### config.mk
export PLATFORM = sky130hd
export DESIGN_NAME = branch_resolve_unit_flat
export DESIGN_NICKNAME = d
export VERILOG_FILES = /design/src/rtl/branch_resolve_if.sv /design/src/rtl/branch_resolve_unit.sv /design/src/flat_wrapper.sv
export SDC_FILE = /design/constraint.sdc
export NUM_CORES = 1
export LEC_CHECK = 0
export BUFFER_PORTS_ARGS = -buffer_cell sky130_fd_sc_hd__buf_2
export CAP_MARGIN = 10
export CORE_MARGIN = 3
export CORE_UTILIZATION = 50
export CTS_CLUSTER_DIAMETER = 150
export DETAILED_ROUTE_END_ITERATION = 12
export GPL_ROUTABILITY_DRIVEN = 0
export PLACE_DENSITY = 0.86
export SLEW_MARGIN = 20
export SYNTH_ARGS = -nofsm -noshare
export SYNTH_HDL_FRONTEND = slang
export SYNTH_SLANG_ARGS = --single-unit
### constraint.sdc
create_clock -name clk -period 2.65 [get_ports clk]
set_clock_uncertainty 0.1 [all_clocks]
set_input_delay 0.265 -clock clk [delete_from_list [all_inputs] [get_ports clk]]
set_output_delay 0.265 -clock clk [all_outputs]
set_load 0.005 [all_outputs]
### src/rtl/branch_resolve_if.sv
// Execute-to-fetch bundle for the branch resolve unit.
// The slave side is the resolver; the master side is the execute/fetch environment.
interface branch_resolve_if #(
  parameter int XLEN  = 32,
  parameter int CNT_W = 32
);
  logic             in_valid;
  logic             in_ready;
  logic             in_is_jump;
  logic [2:0]       in_funct3;
  logic [XLEN-1:0]  in_pc;
  logic [XLEN-1:0]  in_imm;
  logic             in_pred_taken;
  logic             alu_zero;
  logic             alu_neg;
  logic             alu_carry;
  logic             alu_ovf;
  logic             out_valid;
  logic             out_ready;
  logic             out_taken;
  logic [XLEN-1:0]  out_next_pc;
  logic             out_mispredict;
  logic             out_illegal;
  logic             out_misalign;
  logic [CNT_W-1:0] stat_branches;
  logic [CNT_W-1:0] stat_taken;
  logic [CNT_W-1:0] stat_mispred;

  modport slave (
    input  in_valid, in_is_jump, in_funct3, in_pc, in_imm, in_pred_taken,
    input  alu_zero, alu_neg, alu_carry, alu_ovf, out_ready,
    output in_ready, out_valid, out_taken, out_next_pc, out_mispredict,
    output out_illegal, out_misalign, stat_branches, stat_taken, stat_mispred
  );

  modport master (
    output in_valid, in_is_jump, in_funct3, in_pc, in_imm, in_pred_taken,
    output alu_zero, alu_neg, alu_carry, alu_ovf, out_ready,
    input  in_ready, out_valid, out_taken, out_next_pc, out_mispredict,
    input  out_illegal, out_misalign, stat_branches, stat_taken, stat_mispred
  );
endinterface

### src/rtl/branch_resolve_unit.sv
// Resolves RV32I conditional branches and JAL from ALU compare flags, queues the
// results in a 2-entry FIFO for fetch, and keeps saturating branch statistics.
module branch_resolve_unit #(
  parameter int XLEN  = 32,
  parameter int CNT_W = 32
) (
  input  logic            clk,
  input  logic            rst,
  branch_resolve_if.slave bus
);

  typedef enum logic [1:0] {EMPTY = 2'd0, ONE = 2'd1, FULL = 2'd2} state_t;

  typedef struct packed {
    logic            taken;
    logic [XLEN-1:0] next_pc;
    logic            mispred;
    logic            illegal;
    logic            misalign;
  } res_t;

  function automatic logic cond_taken(input logic [2:0] f3, input logic z, input logic n,
                                      input logic c, input logic v);
    logic t;
    case (f3)
      3'b000:  t = z;
      3'b001:  t = !z;
      3'b100:  t = n ^ v;
      3'b101:  t = !(n ^ v);
      3'b110:  t = !c;
      3'b111:  t = c;
      default: t = 1'b0;
    endcase
    return t;
  endfunction

  function automatic logic [CNT_W-1:0] sat_inc(input logic [CNT_W-1:0] v, input logic en);
    return (en && (v != {CNT_W{1'b1}})) ? v + {{(CNT_W-1){1'b0}}, 1'b1} : v;
  endfunction

  state_t           state_q, state_d;
  logic             rd_ptr_q, wr_ptr_q;
  res_t             mem_q [2];
  res_t             res_d;
  res_t             head;
  logic             push, pop;
  logic             in_ready, out_valid;
  logic [XLEN-1:0]  target, seq_pc;
  logic [CNT_W-1:0] br_cnt_q, tk_cnt_q, mp_cnt_q;

  // Resolve stage: combinational result of the op presented this cycle
  always_comb begin
    target           = bus.in_pc + bus.in_imm;
    seq_pc           = bus.in_pc + {{(XLEN-3){1'b0}}, 3'd4};
    res_d.illegal    = !bus.in_is_jump && (bus.in_funct3[2:1] == 2'b01);
    res_d.taken      = bus.in_is_jump ||
                       (!res_d.illegal && cond_taken(bus.in_funct3, bus.alu_zero,
                                                     bus.alu_neg, bus.alu_carry, bus.alu_ovf));
    res_d.next_pc    = res_d.taken ? target : seq_pc;
    res_d.mispred    = res_d.taken != bus.in_pred_taken;
    res_d.misalign   = res_d.taken && (target[1:0] != 2'b00);
  end

  // Queue occupancy FSM; ready depends only on registered state
  always_comb begin
    state_d   = state_q;
    in_ready  = (state_q != FULL);
    out_valid = (state_q != EMPTY);
    push      = bus.in_valid && in_ready;
    pop       = out_valid && bus.out_ready;
    case (state_q)
      EMPTY:   if (push) state_d = ONE;
      ONE:     if (push && !pop) state_d = FULL;
               else if (!push && pop) state_d = EMPTY;
      FULL:    if (pop) state_d = ONE;
      default: state_d = EMPTY;
    endcase
  end

  always_ff @(posedge clk) begin
    if (rst) begin
      state_q  <= EMPTY;
      rd_ptr_q <= 1'b0;
      wr_ptr_q <= 1'b0;
      br_cnt_q <= '0;
      tk_cnt_q <= '0;
      mp_cnt_q <= '0;
    end else begin
      state_q  <= state_d;
      if (push) wr_ptr_q <= !wr_ptr_q;
      if (pop)  rd_ptr_q <= !rd_ptr_q;
      br_cnt_q <= sat_inc(br_cnt_q, push);
      tk_cnt_q <= sat_inc(tk_cnt_q, push && res_d.taken);
      mp_cnt_q <= sat_inc(mp_cnt_q, push && res_d.mispred);
    end
  end

  // Entry storage is not reset; outputs are masked while the queue is empty
  always_ff @(posedge clk) begin
    if (push) mem_q[wr_ptr_q] <= res_d;
  end

  // Output stage: head of queue, forced to zero when empty
  always_comb begin
    head = out_valid ? mem_q[rd_ptr_q] : '0;
  end

  assign bus.in_ready       = in_ready;
  assign bus.out_valid      = out_valid;
  assign bus.out_taken      = head.taken;
  assign bus.out_next_pc    = head.next_pc;
  assign bus.out_mispredict = head.mispred;
  assign bus.out_illegal    = head.illegal;
  assign bus.out_misalign   = head.misalign;
  assign bus.stat_branches  = br_cnt_q;
  assign bus.stat_taken     = tk_cnt_q;
  assign bus.stat_mispred   = mp_cnt_q;

endmodule

### src/flat_wrapper.sv
// flat-port wrapper written by rule: the top's interface ports become plain ports
module branch_resolve_unit_flat 
#(
  parameter int XLEN  = 32,
  parameter int CNT_W = 32
)
  (clk, rst, bus_in_valid, bus_in_is_jump, bus_in_funct3, bus_in_pc, bus_in_imm, bus_in_pred_taken, bus_alu_zero, bus_alu_neg, bus_alu_carry, bus_alu_ovf, bus_out_ready, bus_in_ready, bus_out_valid, bus_out_taken, bus_out_next_pc, bus_out_mispredict, bus_out_illegal, bus_out_misalign, bus_stat_branches, bus_stat_taken, bus_stat_mispred);
  branch_resolve_if #(.XLEN(XLEN), .CNT_W(CNT_W)) bus_i ();
  input  logic clk;
  input  logic rst;
  input wire logic [$bits(bus_i.in_valid)-1:0] bus_in_valid;
  input wire logic [$bits(bus_i.in_is_jump)-1:0] bus_in_is_jump;
  input wire logic [$bits(bus_i.in_funct3)-1:0] bus_in_funct3;
  input wire logic [$bits(bus_i.in_pc)-1:0] bus_in_pc;
  input wire logic [$bits(bus_i.in_imm)-1:0] bus_in_imm;
  input wire logic [$bits(bus_i.in_pred_taken)-1:0] bus_in_pred_taken;
  input wire logic [$bits(bus_i.alu_zero)-1:0] bus_alu_zero;
  input wire logic [$bits(bus_i.alu_neg)-1:0] bus_alu_neg;
  input wire logic [$bits(bus_i.alu_carry)-1:0] bus_alu_carry;
  input wire logic [$bits(bus_i.alu_ovf)-1:0] bus_alu_ovf;
  input wire logic [$bits(bus_i.out_ready)-1:0] bus_out_ready;
  output wire logic [$bits(bus_i.in_ready)-1:0] bus_in_ready;
  output wire logic [$bits(bus_i.out_valid)-1:0] bus_out_valid;
  output wire logic [$bits(bus_i.out_taken)-1:0] bus_out_taken;
  output wire logic [$bits(bus_i.out_next_pc)-1:0] bus_out_next_pc;
  output wire logic [$bits(bus_i.out_mispredict)-1:0] bus_out_mispredict;
  output wire logic [$bits(bus_i.out_illegal)-1:0] bus_out_illegal;
  output wire logic [$bits(bus_i.out_misalign)-1:0] bus_out_misalign;
  output wire logic [$bits(bus_i.stat_branches)-1:0] bus_stat_branches;
  output wire logic [$bits(bus_i.stat_taken)-1:0] bus_stat_taken;
  output wire logic [$bits(bus_i.stat_mispred)-1:0] bus_stat_mispred;
  assign bus_i.in_valid = bus_in_valid;
  assign bus_i.in_is_jump = bus_in_is_jump;
  assign bus_i.in_funct3 = bus_in_funct3;
  assign bus_i.in_pc = bus_in_pc;
  assign bus_i.in_imm = bus_in_imm;
  assign bus_i.in_pred_taken = bus_in_pred_taken;
  assign bus_i.alu_zero = bus_alu_zero;
  assign bus_i.alu_neg = bus_alu_neg;
  assign bus_i.alu_carry = bus_alu_carry;
  assign bus_i.alu_ovf = bus_alu_ovf;
  assign bus_i.out_ready = bus_out_ready;
  assign bus_in_ready = bus_i.in_ready;
  assign bus_out_valid = bus_i.out_valid;
  assign bus_out_taken = bus_i.out_taken;
  assign bus_out_next_pc = bus_i.out_next_pc;
  assign bus_out_mispredict = bus_i.out_mispredict;
  assign bus_out_illegal = bus_i.out_illegal;
  assign bus_out_misalign = bus_i.out_misalign;
  assign bus_stat_branches = bus_i.stat_branches;
  assign bus_stat_taken = bus_i.stat_taken;
  assign bus_stat_mispred = bus_i.stat_mispred;
  branch_resolve_unit #(.XLEN(XLEN), .CNT_W(CNT_W)) u_core (.clk(clk), .rst(rst), .bus(bus_i));
endmodule
==> impl_metrics.tcl <==
set metrics [dict create \
    synth_edf_count 72 \
    htree_levels 4 \
    cts.path.max_buffers 2 \
    fillCellCount 1479 \
    grt_antenna_before_repair 2 \
    wirelength_um 25670 \
    tightest_slew_ns 0.5996 \
    drt-wirelength-per-cell_um 15.36 \
    clock_latency_ns 0.43 \
    io_pins 211 \
    seq_area_mm2 0.004187 \
    path_delay_family "simple AND/OR/NAND/NOR gates" \
    track_usage_pct 23.64 \
    r2r_cells 9 \
    dp_hpwl_um 19390 \
    yosysWarnings 0 \
    path_buf_inv 1 \
    async_flop_share_pct 0 \
    synth_simple_gate_area_share_pct 22.95 \
    clk_pin_slew_ns 0.07 \
    synthToLayoutAreaGrowth_pct 29.22 \
    slowest_delay_ns 0.54 \
    synth_compound_area_share_pct 12.79 \
    cap_violations 0 \
    syn_area_per_cell_um2 9.095 \
    met2_usage_pct 39.85 \
    worstHoldPathType "input pin to flip-flop" \
    yosysUniqueCellTypes 72 \
    grt-ovfl-total 0 \
    row_count 50 \
    yosys-top-cells-area "edfxtp_1 22%, dfxtp_1 21%, nor2_1 5.7%, xor2_1 5.4%, ha_1 4.6%" \
    multiInputGateArea_mm2 0.005429 \
    ys.flop_type "dfxtp_1" \
    top_usage_layer "met2" \
    peakVddDrop_mv 0.3721 \
    hold_viol 0 \
    grt_util_met3_pct 4.469 \
    hold_depth 2 \
    clockRootBuffer "clkbuf_16" \
    synth_top_area_cell "edfxtp_1" \
    cpMostUsedCell "or4_4" \
    dr.pass1.iters 6 \
    io_buffers 210 \
    final_nets 1512 \
    max_freq_mhz 391.4 \
    grt_start_max_net_pins 102 \
    cts.sinks 173 \
    slew-limit-headroom_pct 59.95 \
    path_cells "and4_4 > nand3_4 > or4_4 > or4_4 > nand3_2 > buf_4 > nor3_1 > xnor2_1 > nor2_1" \
    drive_gt1_share_pct 28.37 \
    p_leak_nw 5.360 \
    start_util_pct 51.74 \
    required_ns 2.85 \
    syn_area_mm2 0.009841 \
    grt_use_met1_pct 30.38 \
    yosys-top-cells-count "150 x nor2_1, 101 x dfxtp_1, 94 x nand2_1" \
    yosysMostFrequentCell "nor2_1" \
    synth_top_family_by_area "simple AND/OR/NAND/NOR gates" \
    synth_mux_area_share_pct 4.069 \
    start_kind "flip-flop" \
    finalMaxSlewViolations 0 \
    status "finished, final reports clean" \
    critical_path.max_fanout 12 \
    synth_adder_area_share_pct 4.781 \
    path_depth 9 \
    grt_pass1_wl_um 42750 \
    drtAntennaViolNets 0 \
    grt_pass1_vias 8907 \
    period_share_pct 96.42 \
    p_per_area_mw_per_mm2 540.6 \
    ys_ff_latch 173 \
    ys_seq_area_share_pct 42.52 \
    via_per_inst 5.596 \
    timing.setup.tns_ns 0 \
    die-height_um 146.3 \
    synth_top_area_share_pct 21.97 \
    period_needed_ns 2.555 \
    critPathCaptureType "flip-flop" \
    ctsHoldBuffers 0 \
    drtIter0Drc 592 \
    synth-xor-area-share_pct 9.968 \
    netlist_instances 1082 \
    rsz0062_at_grt "no" \
    numCtsBuffers 17 \
    core_mm2 0.01902 \
    num_vias 9351 \
    dieArea_mm2 0.02140 \
    criticalPathCategory "flip-flop to flip-flop" \
    critPathArrivalTime_ns 2.75 \
    synth_fp_nets 1196 \
    setup_violations 0 \
    cts_setup_buffers 0 \
    drc 0 \
    tritoncts "built" \
    critPathSlowestCell "or4_4" \
    postLayoutCoreUtil_pct 66.86 \
    die_x_um 146.3 \
]
==> registers in the layout, summed over array words and instances (netlist names), named ones only <==
signal and cells:
u_core.wr_ptr_q 1, u_core.bus.stat_taken 32, u_core.mem_q 72, u_core.bus.stat_branches 32, u_core.bus.stat_mispred 32, u_core.state_q 2, u_core.rd_ptr_q 1
==> cell type report <==
cell class	count	share of cell area (%)
antenna	1	0.01968
clock buffer	18	3.375
clock inverter	13	1.476
inverter	29	0.8560
multi-input combinational	841	42.69
sequential	173	32.92
tap	260	2.558
timing repair buffer	336	16.10
==> per-stage QoR <==
stage	instances	power (mW)	cell area (um^2)	worst slack [ns]	hold slack [ns]
finish	1671	6.874	12720	0.09480	0.05464
global route	1671	7.158	12720	0.0006211	0.03682
CTS	1670	6.880	12690	0.06936	0.03553
detailed placement	1639	4.269	12070	-0.3593	0.3865
global placement	1639	4.219	12070	-0.2871	0.3738
floorplan	1082	3.741	9861	0.004309	0.3700
==> where the power goes <==
part / total (mW) / switching [mW] / internal (mW)
clock: 2.64 / 1.06 / 1.58
combinational: 1.24 / 0.679 / 0.558
sequential: 3.00 / 0.0443 / 2.96
==> logic make-up (layout without fill, tap and decap cells) <==
| logic type | after synthesis | in the layout |
|---|---|---|
| compound gates | 199 | 199 |
| xor+xnor | 112 | 112 |
| fa+ha+maj | 37 | 37 |
| buf+inv | 68 | 396 |
| flops | 173 | 173 |
| mux | 40 | 40 |
| other cells | 0 | 1 |
| simple gates | 453 | 453 |
==> path summary, 6_finish.rpt <==
path	from	endpoint	slack (ns)
worst min register to register	u_core.bus.stat_branches[30]$_SDFFE_PP0P_	u_core.bus.stat_branches[30]$_SDFFE_PP0P_	0.40
worst min-delay path	bus_in_is_jump	u_core.mem_q[0][1]$_DFFE_PP_	0.05
worst max register to register	u_core.bus.stat_mispred[6]$_SDFFE_PP0P_	u_core.bus.stat_mispred[11]$_SDFFE_PP0P_	0.09
worst max-delay path	u_core.bus.stat_mispred[6]$_SDFFE_PP0P_	u_core.bus.stat_mispred[11]$_SDFFE_PP0P_	0.09
==> cell usage in the layout (no fill, tap or decap), drive strengths merged, types with 4 or more instances in the layout <==
cell | netlist | layout
nand3b | 4 | 4
inv | 29 | 33
buf | 10 | 336
xnor2 | 51 | 51
and3 | 26 | 26
nand3 | 49 | 49
and2 | 8 | 8
dfxtp | 101 | 101
o21ai | 53 | 53
nor4 | 8 | 8
bufinv | 0 | 4
nor2b | 6 | 6
a21o | 8 | 8
mux2i | 40 | 40
edfxtp | 72 | 72
nand2 | 94 | 94
nor2 | 151 | 151
nor3 | 24 | 24
nand4 | 20 | 20
xor2 | 61 | 61
or3 | 29 | 29
clkbuf | 29 | 18
ha | 36 | 36
a21oi | 69 | 69
o21a | 11 | 11
o31ai | 8 | 8
nor3b | 4 | 4
and4 | 20 | 20
a211oi | 7 | 7
a31oi | 4 | 4
==> metal layers <==
layer,vias to the layer above,part of all wire [%]
met4,2,2.5
met3,58,7.3
li1,4535,-
met1,4355,42
met5,-,0.043
met2,401,48
==> repair_timing <==
| item | in CTS | in global routing |
|---|---|---|
| pin swaps | 0 | 2 |
| resized for setup | 1 | 8 |
| setup endpoints to repair | 1 | 16 |
(Power assumes the default switching activity.)
